===== config.mk =====
export PLATFORM = sky130hd
export DESIGN_NAME = hdmi_clock_supervisor
export DESIGN_NICKNAME = d
export VERILOG_FILES = /design/src/rtl/hdmi_clock_supervisor_pkg.sv /design/src/rtl/hdmi_clock_supervisor_sync_2ff.sv /design/src/rtl/hdmi_clock_supervisor.sv
export SDC_FILE = /design/constraint.sdc
export NUM_CORES = 1
export LEC_CHECK = 0
export BUFFER_PORTS_ARGS = -buffer_cell sky130_fd_sc_hd__buf_4
export CAP_MARGIN = 5
export CORE_MARGIN = 3
export CORE_UTILIZATION = 60
export DETAILED_ROUTE_END_ITERATION = 10
export GPL_TIMING_DRIVEN = 0
export PLACE_DENSITY_LB_ADDON = 0.05
export SETUP_SLACK_MARGIN = 0.1
export SLEW_MARGIN = 30
export SYNTH_ARGS = -nofsm -noshare
export SYNTH_HDL_FRONTEND = slang
export SYNTH_SLANG_ARGS = --single-unit

===== constraint.sdc =====
create_clock -name clk -period 8.5 [get_ports clk]
set_clock_uncertainty 0.05 [all_clocks]
set_input_delay 0.425 -clock clk [delete_from_list [all_inputs] [get_ports clk]]
set_output_delay 0.425 -clock clk [all_outputs]
set_load 0.01 [all_outputs]

===== src/rtl/hdmi_clock_supervisor_pkg.sv =====
// hdmi_clock_supervisor_pkg: FSM state encodings, 720p clock constants and the window range check.
package hdmi_clock_supervisor_pkg;
  typedef enum logic [2:0] {
    WAIT_LOCK  = 3'd0,
    DIV_SETTLE = 3'd1,
    MEASURE    = 3'd2,
    RUN        = 3'd3,
    FAULT      = 3'd4
  } state_t;
  localparam int REF_HZ  = 27_000_000;
  localparam int PIX_HZ  = 74_250_000;
  localparam int TOG_DIV = 16;
  function automatic logic in_range(input logic [15:0] m, input int exp_e, input int tol);
    logic signed [16:0] d;
    d = $signed({1'b0, m}) - $signed(17'(exp_e));
    return (d <= $signed(17'(tol))) && (d >= -$signed(17'(tol)));
  endfunction
endpackage


===== src/rtl/hdmi_clock_supervisor_sync_2ff.sv =====
// sync_2ff: parameterised-width two-flop synchroniser with asynchronous active-high reset.
module sync_2ff #(
  parameter int W = 1
) (
  input  logic         clk,
  input  logic         rst,
  input  logic [W-1:0] d,
  output logic [W-1:0] q
);
  logic [W-1:0] s1_q, s2_q;
  always_ff @(posedge clk or posedge rst)
    if (rst) begin
      s1_q <= '0;
      s2_q <= '0;
    end else begin
      s1_q <= d;
      s2_q <= s1_q;
    end
  assign q = s2_q;
endmodule


===== src/rtl/hdmi_clock_supervisor.sv =====
// hdmi_clock_supervisor: sequences CLKDIV reset from PLL lock and gates the pixel reset on a measured pixel clock.
module hdmi_clock_supervisor
  import hdmi_clock_supervisor_pkg::*;
#(
  parameter int LOCK_STABLE   = 2700,
  parameter int SETTLE_CYCLES = 270,
  parameter int GATE_CYCLES   = 27000,
  parameter int EXPECT_EDGES  = 4641,
  parameter int TOL_EDGES     = 16,
  parameter int MISS_LIMIT    = 3,
  parameter int FAULT_HOLD    = 27000
) (
  input  logic        clk,
  input  logic        rst,
  input  logic        pll_lock,
  input  logic        pix_div_tog,
  output logic        clkdiv_resetn,
  output logic        pix_rst,
  output logic        clk_ok,
  output logic [15:0] meas_count,
  output logic        meas_valid,
  output logic [7:0]  fault_cnt
);
  state_t      state_q, state_d;
  logic        lock_sync, tog_s2, tog_d3_q, tog_edge, measuring, last, inr;
  logic [15:0] tmr_q, tmr_d, win_q, win_d, cnt_q, cnt_d, cnt_inc, meas_count_q, meas_count_d;
  logic [7:0]  miss_q, miss_d, fault_cnt_q, fault_cnt_d;
  logic        meas_valid_q, meas_valid_d, clkdiv_resetn_q, clkdiv_resetn_d;
  logic        pix_rst_q, pix_rst_d, clk_ok_q, clk_ok_d;

  sync_2ff #(.W(1)) u_lock_sync (.clk(clk), .rst(rst), .d(pll_lock),    .q(lock_sync));
  sync_2ff #(.W(1)) u_tog_sync  (.clk(clk), .rst(rst), .d(pix_div_tog), .q(tog_s2));

  // Edge counter and window; the last-cycle edge lands in meas_count, not in the next window.
  always_comb begin
    tog_edge     = tog_s2 ^ tog_d3_q;
    measuring    = (state_q == MEASURE) || (state_q == RUN);
    last         = measuring && (win_q == 16'(GATE_CYCLES - 1));
    cnt_inc      = (&cnt_q) ? cnt_q : cnt_q + {15'd0, tog_edge};
    inr          = in_range(cnt_inc, EXPECT_EDGES, TOL_EDGES);
    win_d        = (measuring && !last) ? win_q + 16'd1 : 16'd0;
    cnt_d        = (measuring && !last) ? cnt_inc : 16'd0;
    meas_count_d = last ? cnt_inc : meas_count_q;
    meas_valid_d = last;
    miss_d       = (state_q == RUN) ? (last ? (inr ? 8'd0 : miss_q + 8'd1) : miss_q) : 8'd0;
  end

  // Lock loss outranks window-end evaluation; FAULT ignores lock until the hold expires.
  always_comb begin
    state_d = state_q;
    case (state_q)
      WAIT_LOCK:  if (lock_sync && tmr_q == 16'(LOCK_STABLE - 1)) state_d = DIV_SETTLE;
      DIV_SETTLE: if (!lock_sync) state_d = WAIT_LOCK;
                  else if (tmr_q == 16'(SETTLE_CYCLES - 1)) state_d = MEASURE;
      MEASURE:    if (!lock_sync) state_d = WAIT_LOCK;
                  else if (last && inr) state_d = RUN;
      RUN:        if (!lock_sync) state_d = WAIT_LOCK;
                  else if (last && !inr && (miss_q + 8'd1 == 8'(MISS_LIMIT))) state_d = FAULT;
      FAULT:      if (tmr_q == 16'(FAULT_HOLD - 1)) state_d = WAIT_LOCK;
      default:    state_d = WAIT_LOCK;
    endcase
    tmr_d = (state_d != state_q || measuring || (state_q == WAIT_LOCK && !lock_sync)) ? 16'd0 : tmr_q + 16'd1;
    clkdiv_resetn_d = (state_q == DIV_SETTLE) || measuring;
    pix_rst_d       = state_q != RUN;
    clk_ok_d        = state_q == RUN;
    fault_cnt_d     = (state_q == FAULT && tmr_q == 16'd0 && fault_cnt_q != 8'hFF) ? fault_cnt_q + 8'd1 : fault_cnt_q;
  end

  always_ff @(posedge clk or posedge rst)
    if (rst) begin
      state_q         <= WAIT_LOCK;
      tog_d3_q        <= 1'b0;
      tmr_q           <= '0;
      win_q           <= '0;
      cnt_q           <= '0;
      miss_q          <= '0;
      meas_count_q    <= '0;
      meas_valid_q    <= 1'b0;
      fault_cnt_q     <= '0;
      clkdiv_resetn_q <= 1'b0;
      pix_rst_q       <= 1'b1;
      clk_ok_q        <= 1'b0;
    end else begin
      state_q         <= state_d;
      tog_d3_q        <= tog_s2;
      tmr_q           <= tmr_d;
      win_q           <= win_d;
      cnt_q           <= cnt_d;
      miss_q          <= miss_d;
      meas_count_q    <= meas_count_d;
      meas_valid_q    <= meas_valid_d;
      fault_cnt_q     <= fault_cnt_d;
      clkdiv_resetn_q <= clkdiv_resetn_d;
      pix_rst_q       <= pix_rst_d;
      clk_ok_q        <= clk_ok_d;
    end

  assign clkdiv_resetn = clkdiv_resetn_q;
  assign pix_rst       = pix_rst_q;
  assign clk_ok        = clk_ok_q;
  assign meas_count    = meas_count_q;
  assign meas_valid    = meas_valid_q;
  assign fault_cnt     = fault_cnt_q;
endmodule


==> out/summary.txt <==
R2R Setup Slk = 3.17 ns
Reg area = 0.00230 mm²
Number of enable flip-flop cells after synthesis = 0
Clock root buffer = clkbuf_8
Initial antenna violation count = 0
Setup crit end kind = flop
Hold Crit Depth = 1
Fin. Hold Viols = 0
Worst reg-to-reg path cell count = 15
DR WL/cell = 18.3 µm
Slew margin rel. = 41.4%
Max Clk Rate = 188 MHz
Iter 0 DRT Violations = 508
Min-delay worst type = in2reg
Cell Area, Synth = 0.00555 mm²
Synth warnings = 0
Chip Width = 102 µm
Slowest cell delay on critical path = 0.71 ns
CP max FO = 10
Final Max Slew Viols = 0
Largest cells by area after synthesis = dfrtp_1 (41%), nand2_1 (4.8%), nor2_1 (4.4%)
# rows = 34
Worst IR Drop VDD = 0.0000767 V
Distinct cells, synth = 64
Fin Hold WS = 0.118 ns
Crit-path cells = xor2_1 > ha_1 > ha_1 > clkbuf_1 > nand4_1 > nor2_1 > a41o_1 > nor4b_1 > nor2_1 > nor3_1 > nor3_1 > a41o_1 > a211oi_4 > buf_6 > a211oi_2
Vias in the first global route = 4,747
Post-synth top area share = 41.0%
Final net count = 680
Post-CTS setup buffer count = 0
Syn nets = 636
Final setup TNS = 0 ns
Initial Utilization = 62.7%
Ys flop type = dfrtp_1
Total GRT Usage = 28.3%
RR Startpoint = tog_d3_q
Cts bufs inserted = 9
Fillcell total = 726
Antenna diodes = 0
CORE AREA = 0.00885 mm²
Worst skew pair latency = 0.36 ns
Setup-failing EPs final = 0
Via density per instance = 6.42
Hold path start = pll_lock
Commonest non-fill, non-tap cell in the layout = dfrtp_1
DRC Markers = 0
Area Growth Syn to Fin = 11.1%
Outcome = completed
CP Data Arrival Time = 5.49 ns
Seq cells post-synth = 92
I/O pin count = 32
Largest net degree at the start of global routing = 64
GP Congestion = 1.01
Multi-input logic area = 0.00306 mm²
CP Class = reg2reg
H-tree depth = 3
Layout cells sized above 1 = 11.8%
Crit path required time = 8.66 ns
Syn_area_per_cell = 8.93 µm²
RSZ-0062 raised after global routing = false
Final wirelength = 14,300 µm
Buf+Inv Stages, Crit Path = 2
First-pass detailed-route iteration total = 7
Die Y = 102 µm
Most frequent cells in the layout = dfrtp_1 (91), nand2_1 (71), nor2_1 (65), nand3_1 (42), o21ai_0 (33)
Post-DRT Antenna Nets = 0
Port Buf Inserts = 31
Worst-margin pin slew = 0.873 ns
Gr ovfl total = 0
Max_cap viols = 0
Area leader, netlist = dfrtp_1
Fin crit share = 62.7%
Critical Path Start = tog_d3_q
Largest delay contributor family on the critical path = simple AND/OR/NAND/NOR gates
Worst hold path endpoint = u_lock_sync.s1_q
Clock transition at the registers of the reported paths = 0.10 ns
Final worst path period need = 5.33 ns
CP startpoint kind = flop
CTS tree = built
Via count = 4,997
CTS max path bufs = 2
Sequential fraction of the synthesis area = 41.5%
Die area = 0.0104 mm²
Leakage = 2.63 nW
Critical R2R Capture = tmr_q[12]
CTS Sinks = 92
Synth Instances = 621
Worst path slowest cell = nor4b_1
Async SR Flop Fraction = 100%
Power per cell area = 128 mW/mm²
DP Wirelength = 10,200 µm
First-pass GRT wire length = 23,500 µm
## area by class of cell
cell class / instances / area share (%)
Buffer: 29 / 1.99
Clock buffer: 10 / 2.23
Clock inverter: 6 / 1.12
Inverter: 17 / 1.12
Multi-Input combinational cell: 483 / 49.6
Sequential cell: 92 / 37.4
Tap cell: 108 / 2.19
Timing Repair Buffer: 33 / 4.38
## sequential cells by signal (all words and copies together) (netlist names), 3 cells and up
signal and flops:
cnt_q 16, state_q 3, tmr_q 16, meas_count 16, win_q 16, fault_cnt 8
miss_q 8
## kinds of logic after synthesis
kind of cell               synth area share [%]
and+or+nand+nor                            26.9
AOI/OAI and AO/OA                          16.2
DFF                                        41.5
buffers and inverters                      3.36
xor gates and xnor gates                   6.79
muxes                                      2.73
adders and majority gates                  2.48
## cell usage after synthesis (all sizes together) (4+ instances only)
library cell / instances
nand4: 22
o21ai: 34
ha: 11
clkbuf: 20
a21oi: 16
xnor2: 22
a211oi: 12
nor4: 8
dfrtp: 91
nor2: 65
nand2: 71
o211ai: 4
inv: 17
nor3: 16
and3: 17
xor2: 21
and2: 9
mux2i: 14
a31oi: 8
nand3: 42
or3: 8
a41oi: 6
or2: 5
buf: 9
and4: 7
## worst max-delay path by stage
| stage | depth (start not counted) | slack [ns] | to |
|---|---|---|---|
| 6_report | 15 | 3.17 | tmr_q[12] |
| 5_1_grt | 15 | 2.78 | tmr_q[12] |
| 4_1_cts | 15 | 3.31 | tmr_q[12] |
| 3_5_place_dp | 15 | 3.37 | tmr_q[12] |
| 3_3_place_gp | 15 | 3.39 | tmr_q[4] |
| 2_1_floorplan | 16 | 4.32 | tmr_q[10] |
## per-layer routing
layer / vias to the layer above / wire length, µm / track usage, %
met1: 2426 / 6640 / 40.7
met3: 21 / 998 / 5.26
met5: - / 0 / 0
met4: 0 / 129 / 7.77
li1: 2351 / - / -
met2: 199 / 6490 / 44.1
## stage by stage
step                      area (µm²)  util (%)  setup WS, ns  total power [mW]  cells
after floorplan                 5550         -          4.32             0.474    621
after global placement          5920      66.9          3.39             0.482    760
after detailed placement        5950      67.2          3.37             0.484    761
after CTS                       6160      69.7          3.31             0.795    778
after global routing            6160      69.7          2.78             0.819    778
final                           6160      69.7          3.17             0.791    778
## what timing repair did
action                                 4_1_cts  5_1_grt
gates resized for setup                      0        0
hold buffers                                 1        0
endpoints found under the hold margin       29        0
## power by group
part | internal (mW) | total, mW | switching (mW)
clock network | 0.147 | 0.315 | 0.168
logic | 0.0113 | 0.0346 | 0.0233
registers | 0.440 | 0.442 | 0.00187
total | 0.598 | 0.791 | 0.193
No activity file was read; power rests on OpenSTA's default activity.
